## src/rtl/universal_add_sub_if.sv

```systemverilog
// universal_add_sub_if: valid-qualified operand stream and registered result bus for universal_add_sub.
// Overflow is carried only when UAS_OVERFLOW_EN is defined.
interface universal_add_sub_if #(parameter int WIDTH = 4);
   logic             in_valid;
   logic [WIDTH-1:0] A;
   logic [WIDTH-1:0] B;
   logic             M;
   logic             out_valid;
   logic [WIDTH-1:0] Result;
   logic             Cout;
`ifdef UAS_OVERFLOW_EN
   logic             Overflow;
   modport master (output in_valid, A, B, M, input out_valid, Result, Cout, Overflow);
   modport slave  (input in_valid, A, B, M, output out_valid, Result, Cout, Overflow);
`else
   modport master (output in_valid, A, B, M, input out_valid, Result, Cout);
   modport slave  (input in_valid, A, B, M, output out_valid, Result, Cout);
`endif
endinterface

```

## src/rtl/universal_add_sub.sv

```systemverilog
// universal_add_sub: registered ripple-carry adder/subtractor, M=0 add, M=1 subtract, one-cycle latency.
// Optional signed overflow output enabled by defining UAS_OVERFLOW_EN.
module universal_add_sub #(parameter int WIDTH = 4) (
   input logic clk,
   input logic rst_n,
   universal_add_sub_if.slave bus
);
   logic [WIDTH:0]   c;
   logic [WIDTH-1:0] s;
   assign c[0] = bus.M;
   for (genvar i = 0; i < WIDTH; i++) begin : g_fa
      logic bx;
      assign bx       = bus.B[i] ^ bus.M;
      assign s[i]     = bus.A[i] ^ bx ^ c[i];
      assign c[i+1]   = (bus.A[i] & bx) | (c[i] & (bus.A[i] ^ bx));
   end
   always_ff @(posedge clk or negedge rst_n) begin
      if (!rst_n) begin
         bus.out_valid <= 1'b0;
         bus.Result    <= '0;
         bus.Cout      <= 1'b0;
      end else begin
         bus.out_valid <= bus.in_valid;
         if (bus.in_valid) begin
            bus.Result <= s;
            bus.Cout   <= c[WIDTH];
         end
      end
   end
`ifdef UAS_OVERFLOW_EN
   // signed overflow: carry into MSB disagrees with carry out of MSB
   always_ff @(posedge clk or negedge rst_n) begin
      if (!rst_n) bus.Overflow <= 1'b0;
      else if (bus.in_valid) bus.Overflow <= c[WIDTH] ^ c[WIDTH-1];
   end
`endif
endmodule

```

## src/flat_wrapper.sv

```systemverilog
// flat-port wrapper written by rule: the top's interface ports become plain ports
module universal_add_sub_flat 
#(parameter int WIDTH = 4)
  (clk, rst_n, bus_in_valid, bus_A, bus_B, bus_M, bus_out_valid, bus_Result, bus_Cout);
  universal_add_sub_if #(.WIDTH(WIDTH)) bus_i ();
  input logic clk;
  input logic rst_n;
  input wire logic [$bits(bus_i.in_valid)-1:0] bus_in_valid;
  input wire logic [$bits(bus_i.A)-1:0] bus_A;
  input wire logic [$bits(bus_i.B)-1:0] bus_B;
  input wire logic [$bits(bus_i.M)-1:0] bus_M;
  output wire logic [$bits(bus_i.out_valid)-1:0] bus_out_valid;
  output wire logic [$bits(bus_i.Result)-1:0] bus_Result;
  output wire logic [$bits(bus_i.Cout)-1:0] bus_Cout;
  assign bus_i.in_valid = bus_in_valid;
  assign bus_i.A = bus_A;
  assign bus_i.B = bus_B;
  assign bus_i.M = bus_M;
  assign bus_out_valid = bus_i.out_valid;
  assign bus_Result = bus_i.Result;
  assign bus_Cout = bus_i.Cout;
  universal_add_sub #(.WIDTH(WIDTH)) u_core (.clk(clk), .rst_n(rst_n), .bus(bus_i));
endmodule
```

## config.mk

```make
export PLATFORM = sky130hd
export DESIGN_NAME = universal_add_sub_flat
export DESIGN_NICKNAME = d
export VERILOG_FILES = /design/src/rtl/universal_add_sub_if.sv /design/src/rtl/universal_add_sub.sv /design/src/flat_wrapper.sv
export SDC_FILE = /design/constraint.sdc
export NUM_CORES = 1
export LEC_CHECK = 0
export CAP_MARGIN = 20
export CORE_AREA = 8 8 45 47
export CTS_CLUSTER_DIAMETER = 100
export CTS_CLUSTER_SIZE = 30
export DETAILED_ROUTE_END_ITERATION = 10
export DIE_AREA = 0 0 53 55
export REMOVE_ABC_BUFFERS = 1
export SLEW_MARGIN = 20
export SYNTH_ARGS = -nofsm -noshare
export SYNTH_HDL_FRONTEND = slang
export SYNTH_SLANG_ARGS = --single-unit
```

## constraint.sdc

```tcl
create_clock -name clk -period 0.8 [get_ports clk]
set_input_delay 0.24 -clock clk [delete_from_list [all_inputs] [get_ports clk]]
set_output_delay 0.24 -clock clk [all_outputs]
set_load 0.01 [all_outputs]
```

Yosys cells after proc, flatten, opt, wreduce, memory -nomap -nowiden
Cells that the tools add are included.
Storage, ports and cells
  input bits: 12
  memories: 0
  flip-flop bits (word level): 6
  latch bits: 0
  output and inout port bits: 6
  ROM bits: 0
  bits in writable memories: 0
Operators by class
  shift-type cells: 0
  order comparisons: 0
  $add $sub $neg: 0
  reduce and logical (&&, ||, !) cells: 0
  equal/unequal tests: 0
  divide/modulo/power cells: 0
  multiplexer cells: 0
  $mul: 0
  bitwise logic cells: 24
Operators by type and width (count)
  XOR 1 bit: 12
  bitwise AND 1 bit: 8
  OR 1 bit: 4

Longest topological paths before layout
Gate-level depths: netlist (run 1).
  word-level depth: 10
  gate-level depth with buffers: 7
  gate-level depth less buffers: 7

Least setup slack after synthesis (run 1)
OpenSTA, ideal clock, no wires.
  path kind: in2reg
  start: input bus_B[0]
  end: register u_core.bus.Result[3]
  arrival time: 1.830 ns
  stages on the path: 7
  setup time: 0.125 ns
  path slack: -1.156 ns
  cell sequence: mux2_2 fa_1 inv_1 fa_1 inv_1 fa_1 mux2_4
On the way
  longest elaborated chain between the ends: 9
  elaborated cells between the ends (all ways): 10
  those cells by class: 10 x bitwise
Ends and longest elaborated chain
  start: declaration: line flat_wrapper.sv:10  | input wire logic [$bits(bus_i.B)-1:0] bus_B;
  XOR 1 bit *: line universal_add_sub.sv:13  | assign bx = bus.B[i] ^ bus.M;
  XOR 1 bit: line universal_add_sub.sv:15  | assign c[i+1] = (bus.A[i] & bx) | (c[i] & (bus.A[i] ^ bx));
  bitwise AND 1 bit: line universal_add_sub.sv:15
  OR 1 bit *: line universal_add_sub.sv:15
  bitwise AND 1 bit *: line universal_add_sub.sv:15
  OR 1 bit *: line universal_add_sub.sv:15
  bitwise AND 1 bit *: line universal_add_sub.sv:15
  OR 1 bit *: line universal_add_sub.sv:15
  XOR 1 bit *: line universal_add_sub.sv:14  | assign s[i] = bus.A[i] ^ bx ^ c[i];
  named net u_core.s[3]: line universal_add_sub.sv:9  | logic [WIDTH-1:0] s;
  end signal: assignment: line universal_add_sub.sv:25  | bus.Result <= s;
  end: declaration: line universal_add_sub_if.sv:17  | modport slave (input in_valid, A, B, M, output out_valid, Result, Cout);
The timed path passes the listed nets; every way through them passes the cells marked *.
A chain may end at the register's enable or synchronous reset.

Final worst setup path (run 1)
Ends and elaborated chain as after synthesis.

==> results of run 1 <==
routing by layer:
layer | global-route usage (%) | vias up | part of all wire (%)
li1 | - | 141 | -
met1 | 6.512 | 129 | 41
met2 | 8.203 | 18 | 40
met3 | 3.743 | 0 | 19
met4 | 5.172 | 0 | 0
met5 | 0 | - | 0
sequential cells by signal, indices dropped and copies added (netlist names):
register              count
u_core.bus.out_valid      1
u_core.bus.Cout           1
u_core.bus.Result         4
cell families after synthesis:
group                    Yosys count  share of synthesized area, %
AO/OA/AOI/OAI                      1                         1.443
XOR/XNOR                           4                         10.11
adder cells (fa/ha/maj)            3                         17.33
buffers and inverters              5                         7.580
flip-flops                         6                         43.32
multiplexers                       5                         19.13
AND/OR/NAND/NOR                    1                         1.082
metrics by stage:
stage / power, mW / area (um2) / cells / hold slack [ns] / util [%]
floorplan: 0.5765 / 335.3 / 24 / -0.05559 / -
global placement: 0.9091 / 600.6 / 67 / 0.4935 / 43.40
detailed placement: 0.9172 / 600.6 / 67 / 0.4997 / 43.40
CTS: 1.144 / 611.8 / 70 / 0.2452 / 44.21
global route: 1.281 / 640.6 / 73 / 0.2542 / 46.29
finish: 1.181 / 640.6 / 73 / 0.2423 / 46.29
cell type report:
| class | instances | share of cell area [%] |
|---|---|---|
| inverters | 4 | 2.344 |
| repair buffers | 30 | 38.09 |
| well taps | 16 | 3.125 |
| clock buffers | 3 | 3.516 |
| multi-input cells | 14 | 29.49 |
| flip-flops and latches | 6 | 23.44 |
worst max-delay path: cells and delay by family:
family	cells	cell delay [ns]
adders and majority gates	3	0.95
buffers and inverters	3	0.19
muxes	2	0.56
cell usage in the layout (no fill, tap or decap):
master | synthesis | final
dfrtp_1 | 6 | 6
dlygate4sd2_1 | 0 | 2
inv_1 | 4 | 2
buf_4 | 0 | 12
xor2_1 | 2 | 1
xnor2_1 | 2 | 2
buf_6 | 1 | 4
fa_2 | 0 | 3
mux2_4 | 3 | 4
clkbuf_4 | 0 | 3
nor2_1 | 1 | 1
xor2_2 | 0 | 1
a21oi_1 | 1 | 1
buf_2 | 0 | 6
mux2i_1 | 1 | 1
inv_2 | 0 | 2
clkdlybuf4s50_1 | 0 | 5
clkdlybuf4s15_2 | 0 | 1
synth_stat cells:
| library cell | instances |
|---|---|
| dfrtp_1 | 6 |
| inv_1 | 4 |
| fa_1 | 3 |
| mux2_4 | 3 |
| xnor2_1 | 2 |
| xor2_1 | 2 |
| a21oi_1 | 1 |
| buf_6 | 1 |
| mux2_2 | 1 |
| mux2i_1 | 1 |
| nor2_1 | 1 |
what timing repair did:
item / 4_1_cts / 5_1_grt
resized for setup: 52 / 1
endpoints found under the setup margin: 12 / 10
pin swaps: 4 / 3
setup buffers: 0 / 3
gates cloned: 0 / 0
report_power, final:
part / switching (mW) / leakage [nW] / internal [mW]
clock: 0.0907 / 0.0138 / 0.168
combinational: 0.180 / 0.235 / 0.340
sequential: 0.0317 / 0.0695 / 0.370
path summary, 6_finish.rpt:
kind	from	to	depth (start not counted)
hold / removal	rst_n	u_core.bus.Result[0]	1
setup reg to reg	u_core.bus.Result[3]	u_core.bus.Result[3]	3
hold reg to reg	u_core.bus.Cout	u_core.bus.Cout	2
max in group asynchronous	rst_n	u_core.bus.Cout	1
min in group clk	bus_A[0]	u_core.bus.Result[0]	4
setup / recovery	bus_B[0]	u_core.bus.Result[3]	8
==> parameters.txt, run 1 <==
Parameter                              Value

Outcome
  Result of the run    finished, violations left
  Violations in the final reports    setup timing

Clocking
  Clock root buffer    clkbuf_4
  CTS H-tree depth    1
  Number of CTS-inserted buffers    3
  Largest buffer count on any clock path    2
  Clk slew on worst S/H paths    about 0.040 ns
  TritonCTS clock tree    built
  Clock insertion delay at the later pin of the skew report    0.23 ns
  CTS Hold Buffers Added    0
  Clock sink total    6

Pwr
  Peak ir drop on the vdd network    around 520 uV
  Leak pwr    0.3179 nW
  Pwr/cell area    1844 mW/mm2

Worst setup path
  Register-to-Register Setup Slack    -0.18 ns
  Worst stage delay on the critical path    ~0.39 ns
  Element type at the critical path start    input pin
  Arrival time at the worst endpoint    1.95 ns
  Cell seen most often among critical-path stages    fa_2
  Classification of the worst setup path    input pin to flip-flop
  Crit Path Max Fanout    2
  Slowest cell on the critical path    fa_2
  Ordered cell list for the critical path    buf_6 > mux2_4 > fa_2 > inv_2 > fa_2 > inv_2 > fa_2 > mux2_4
  Required time worst endpoint    between 0.9 and 1 ns
  Crit. End Element    flip-flop

Synthesis
  Top post-synthesis cells by area    dfrtp_1, fa_1, mux2_4, xnor2_1, xor2_1
  Distinct cell type count of the synthesized netlist    11
  Synthesized flop and latch total    6
  Cell type contributing the most total cell area after synthesis    dfrtp_1
  Count of warnings emitted by yosys    0
  Synth top area share    approximately 43%
  Cell area after synthesis    between 300 and 400 um2
  Share of the yosys chip area belonging to registers    between 40% and 50%
  Per-instance average area after synthesis    approximately 14 um2
  Cells after synthesis    25

Route
  Remaining DRCs    0
  Number of violations reported at the end of detailed-routing iteration 0    1
  Vias/cell    approximately 3.9
  Vias after detailed routing    288
  Remaining antenna violation count after routing    0
  Number of search-and-repair iterations in the first detailed-routing pass    2
  Final routed wirelength across all metal layers    784 um
  Routed wirelength normalized by instance count    approximately 11 um

Die
  Starting density of the core    25.05%
  CORE AREA    approximately 0.0014 mm2
  Number of primary I/O pins    18
  Die width    around 53 um
  Total number of placement rows    14
  Vert. Die Dim    between 50 and 60 um
  Area of the die    0.002915 mm2

GRT
  Overflow left after global routing    0
  Maximum number of pins on one net before global-route repair    7
  Initial antenna violation count    0
  Global-route wire length before repair    ~1300 um
  Number of global-route vias before repair    318
  Total Routing Usage GR    ~6%

Finish
  Sequential cell area    around 150 um2
  Layout cells sized above 1    a little over three fifths
  Multi-input logic area    roughly 190 um2
  Number of nets in the layout    74
  Fill count    138
  Antenna Diode Count    0
  Area delta synth->final    84.84%

Placed design
  Pre-CTS setup slack    -1.737 ns
  Final HPWL from detailed placement    ~670 um
  Port Buf Inserts    17
  Final RePlAce weighted congestion    between 0.6 and 0.7

Timing
  Post-route clock period utilization    228.7%
  Hold Fails Final Rpt    0
  Final Max Tran Viols    0
  Min setup slack post-route    -1.030 ns
  Final worst clock skew    0 ns
  Post-layout min period    1.830 ns
  Unrepaired setup endpoints after global routing    yes
  Setup violation total in the final timing report    10
  Transition at the pin with the smallest max-transition slack    approximately 0.26 ns
  Aggregate negative setup slack    -4.125 ns
  Rel. slew slack    between 80% and 90%
  Upper clock frequency limit    ~0.55 GHz

Job
  Maximum capacitance violations    0

Hold path
  Worst Hold Class    input pin to asynchronous set/reset pin
Note: power is estimated with default switching activity, not from simulation.
==> run 2: changes to the inputs <==
Settings changed: CELL_PAD_IN_SITES_DETAIL_PLACEMENT set to 1, CELL_PAD_IN_SITES_GLOBAL_PLACEMENT set to 2, CORE_AREA 8 8 45 47 to unset, CORE_ASPECT_RATIO set to 0.9, CORE_MARGIN set to 8, CORE_UTILIZATION set to 20, DIE_AREA 0 0 53 55 to unset, PLACE_DENSITY_LB_ADDON set to 0.1.
==> parameters.txt, run 2 (synthesis gave the netlist of run 1 again) <==
Parameter                              Value

Route
  Remaining DRCs    0
  Final routed wirelength across all metal layers    ~830 um
  Number of violations reported at the end of detailed-routing iteration 0    0
  Vias/cell    between 3 and 4
  Remaining antenna violation count after routing    0
  Vias after detailed routing    286
  Number of search-and-repair iterations in the first detailed-routing pass    1
  Routed wirelength normalized by instance count    10.63 um

Finish
  Most frequent cells in the layout    buf_4, buf_2, dfrtp_1
  Largest registers    u_core.bus.Result (4), u_core.bus.Cout (1), u_core.bus.out_valid (1)
  Final core utilization    roughly two fifths
  Sequential cell area    between 150 and 200 um2
  Most common library cell in the layout ignoring fill and taps    buf_4
  Most flops, register    u_core.bus.Result
  Area delta synth->final    83.03%
  Layout cells sized above 1    about two thirds
  Number of flip-flops in the largest register    4
  Fill count    204
  Antenna Diode Count    0
  Number of nets in the layout    71
  Multi-input logic area    198.9 um2
  Number of non-filler instances in the completed layout    78

Timing
  Upper clock frequency limit    ~0.57 GHz
  Setup violation total in the final timing report    11
  Post-route clock period utilization    221.0%
  Post-layout min period    approximately 1.8 ns
  Min setup slack post-route    -0.9676 ns
  Unrepaired setup endpoints after global routing    yes
  Hold Fails Final Rpt    0
  Fin Hold WS    roughly 0.23 ns
  Final worst clock skew    0 ns
  Final Max Tran Viols    0
  Transition at the pin with the smallest max-transition slack    between 0.2 and 0.3 ns
  Rel. slew slack    82.82%
  Aggregate negative setup slack    -4.063 ns

Placed design
  Pre-CTS setup slack    -1.745 ns
  Placed cells    70
  Final HPWL from detailed placement    686.9 um
  Port Buf Inserts    17
  Final RePlAce weighted congestion    0.5818

GRT
  Overflow left after global routing    0
  Maximum number of pins on one net before global-route repair    7
  Global-route wire length before repair    about 1400 um
  Number of global-route vias before repair    around 340
  Initial antenna violation count    0
  Total Routing Usage GR    under 10%

Pwr
  Leak pwr    0.3173 nW
  Reg power frac    about a third
  Peak ir drop on the vdd network    454.9 uV
  Switching Fraction    between 20 and 30%
  Pwr/cell area    1827 mW/mm2
  Gate power share    a little over 40%
  Part of the total power dissipated in the clock network    around a quarter
  Internal portion of total power    roughly 0.84 mW
  P_sw    about 0.32 mW

Die
  Total number of placement rows    14
  Starting density of the core    21.05%
  Area of the die    between 0.003 and 0.004 mm2
  Number of primary I/O pins    18
  Vert. Die Dim    roughly 55 um
  CORE AREA    between 0.0015 and 0.002 mm2
  Die width    between 50 and 60 um

Outcome
  Result of the run    finished, violations left
  Violations in the final reports    setup timing

Worst setup path
  Origin of the critical flop-to-flop path    u_core.bus.Result[0]
  Timing startpoint of the critical path    bus_B[0]
  Crit Path Max Fanout    2
  Slowest cell on the critical path    fa_2
  Element type at the critical path start    input pin
  Ordered cell list for the critical path    buf_6 > mux2_4 > fa_2 > inv_2 > fa_2 > inv_2 > fa_2 > mux2_4
  Arrival time at the worst endpoint    roughly 1.9 ns
  Worst stage delay on the critical path    0.40 ns
  Required time worst endpoint    around 0.93 ns
  Crit. End Element    flip-flop
  Cell seen most often among critical-path stages    fa_2
  Classification of the worst setup path    input pin to flip-flop

Clocking
  Number of CTS-inserted buffers    3
  TritonCTS clock tree    built
  CTS Hold Buffers Added    0
  Clk slew on worst S/H paths    0.04 ns
  Largest buffer count on any clock path    2
  CTS H-tree depth    1
  Clock sink total    6
  Clock insertion delay at the later pin of the skew report    0.24 ns
  Clock root buffer    clkbuf_4

Hold path
  Worst Hold Class    input pin to asynchronous set/reset pin

Job
  Maximum capacitance violations    0
==> run 2: cell types whose count changed in the layout (fill, tap and decap cells not counted), sizes merged <==
cell           delta
buf               -3
clkdlybuf4s50     -1
clkdlybuf4s15     -1
clkbuf            +1
dlymetal6s2s      +1
==> run 2: worst paths after layout <==
| check | endpoint | slack (ns) | cells past startpoint |
|---|---|---|---|
| hold / removal | u_core.bus.out_valid | 0.23 | 1 |
| setup / recovery | u_core.bus.Result[3] | -0.97 | 8 |
| setup reg to reg | u_core.bus.Result[0] | -0.07 | 4 |
| min in group clk | u_core.bus.Result[0] | 0.37 | 4 |
| max in group asynchronous | u_core.bus.Cout | 0.37 | 1 |
| hold reg to reg | u_core.bus.Cout | 0.52 | 1 |
==> run 2: layout make-up <==
| type | instances | share of cell area, % |
|---|---|---|
| Multi-Input combinational cell | 14 | 31.36 |
| Timing Repair Buffer | 27 | 34.32 |
| Sequential cell | 6 | 23.67 |
| Clock buffer | 3 | 3.550 |
| Inverter | 4 | 2.367 |
| Tap cell | 24 | 4.734 |
==> run 2: stage by stage <==
stage | power (mW) | instance area [um2]
5_1_grt | 1.230 | 634.4
3_3_place_gp | 0.8427 | 573.1
3_5_place_dp | 0.8553 | 573.1
2_1_floorplan | 0.5765 | 335.3
6_report | 1.159 | 634.4
4_1_cts | 1.126 | 598.1
==> run 2: timing repair <==
| action | in CTS | in global routing |
|---|---|---|
| pin swaps | 5 | 4 |
| buffers inserted | 3 | 2 |
| resized for setup | 49 | 6 |
| endpoints found under the setup margin | 11 | 10 |
==> run 2: power groups by stage <==
| stage | clock (mW) | sequential, mW | combinational [mW] |
|---|---|---|---|
| floorplan | 0 | 0.438 | 0.138 |
| global placement | 0 | 0.407 | 0.436 |
| detailed placement | 0 | 0.413 | 0.443 |
| CTS | 0.294 | 0.404 | 0.428 |
| global route | 0.299 | 0.415 | 0.517 |
| finish | 0.279 | 0.407 | 0.473 |
==> run 2: worst max-delay path: cells and delay by family <==
| kind | cells | cell delay (ns) |
|---|---|---|
| adders and majority gates | 3 | 0.91 |
| muxes | 2 | 0.55 |
| buffers and inverters | 3 | 0.19 |
==> run 2: layer usage <==
metal / GRT usage (%) / vias to the layer above / wire [um]
met5: 0 / - / 0
met4: 8.163 / 0 / 55
met3: 2.079 / 5 / 71
met2: 8.769 / 14 / 395
met1: 4.927 / 134 / 307
li1: - / 133 / -
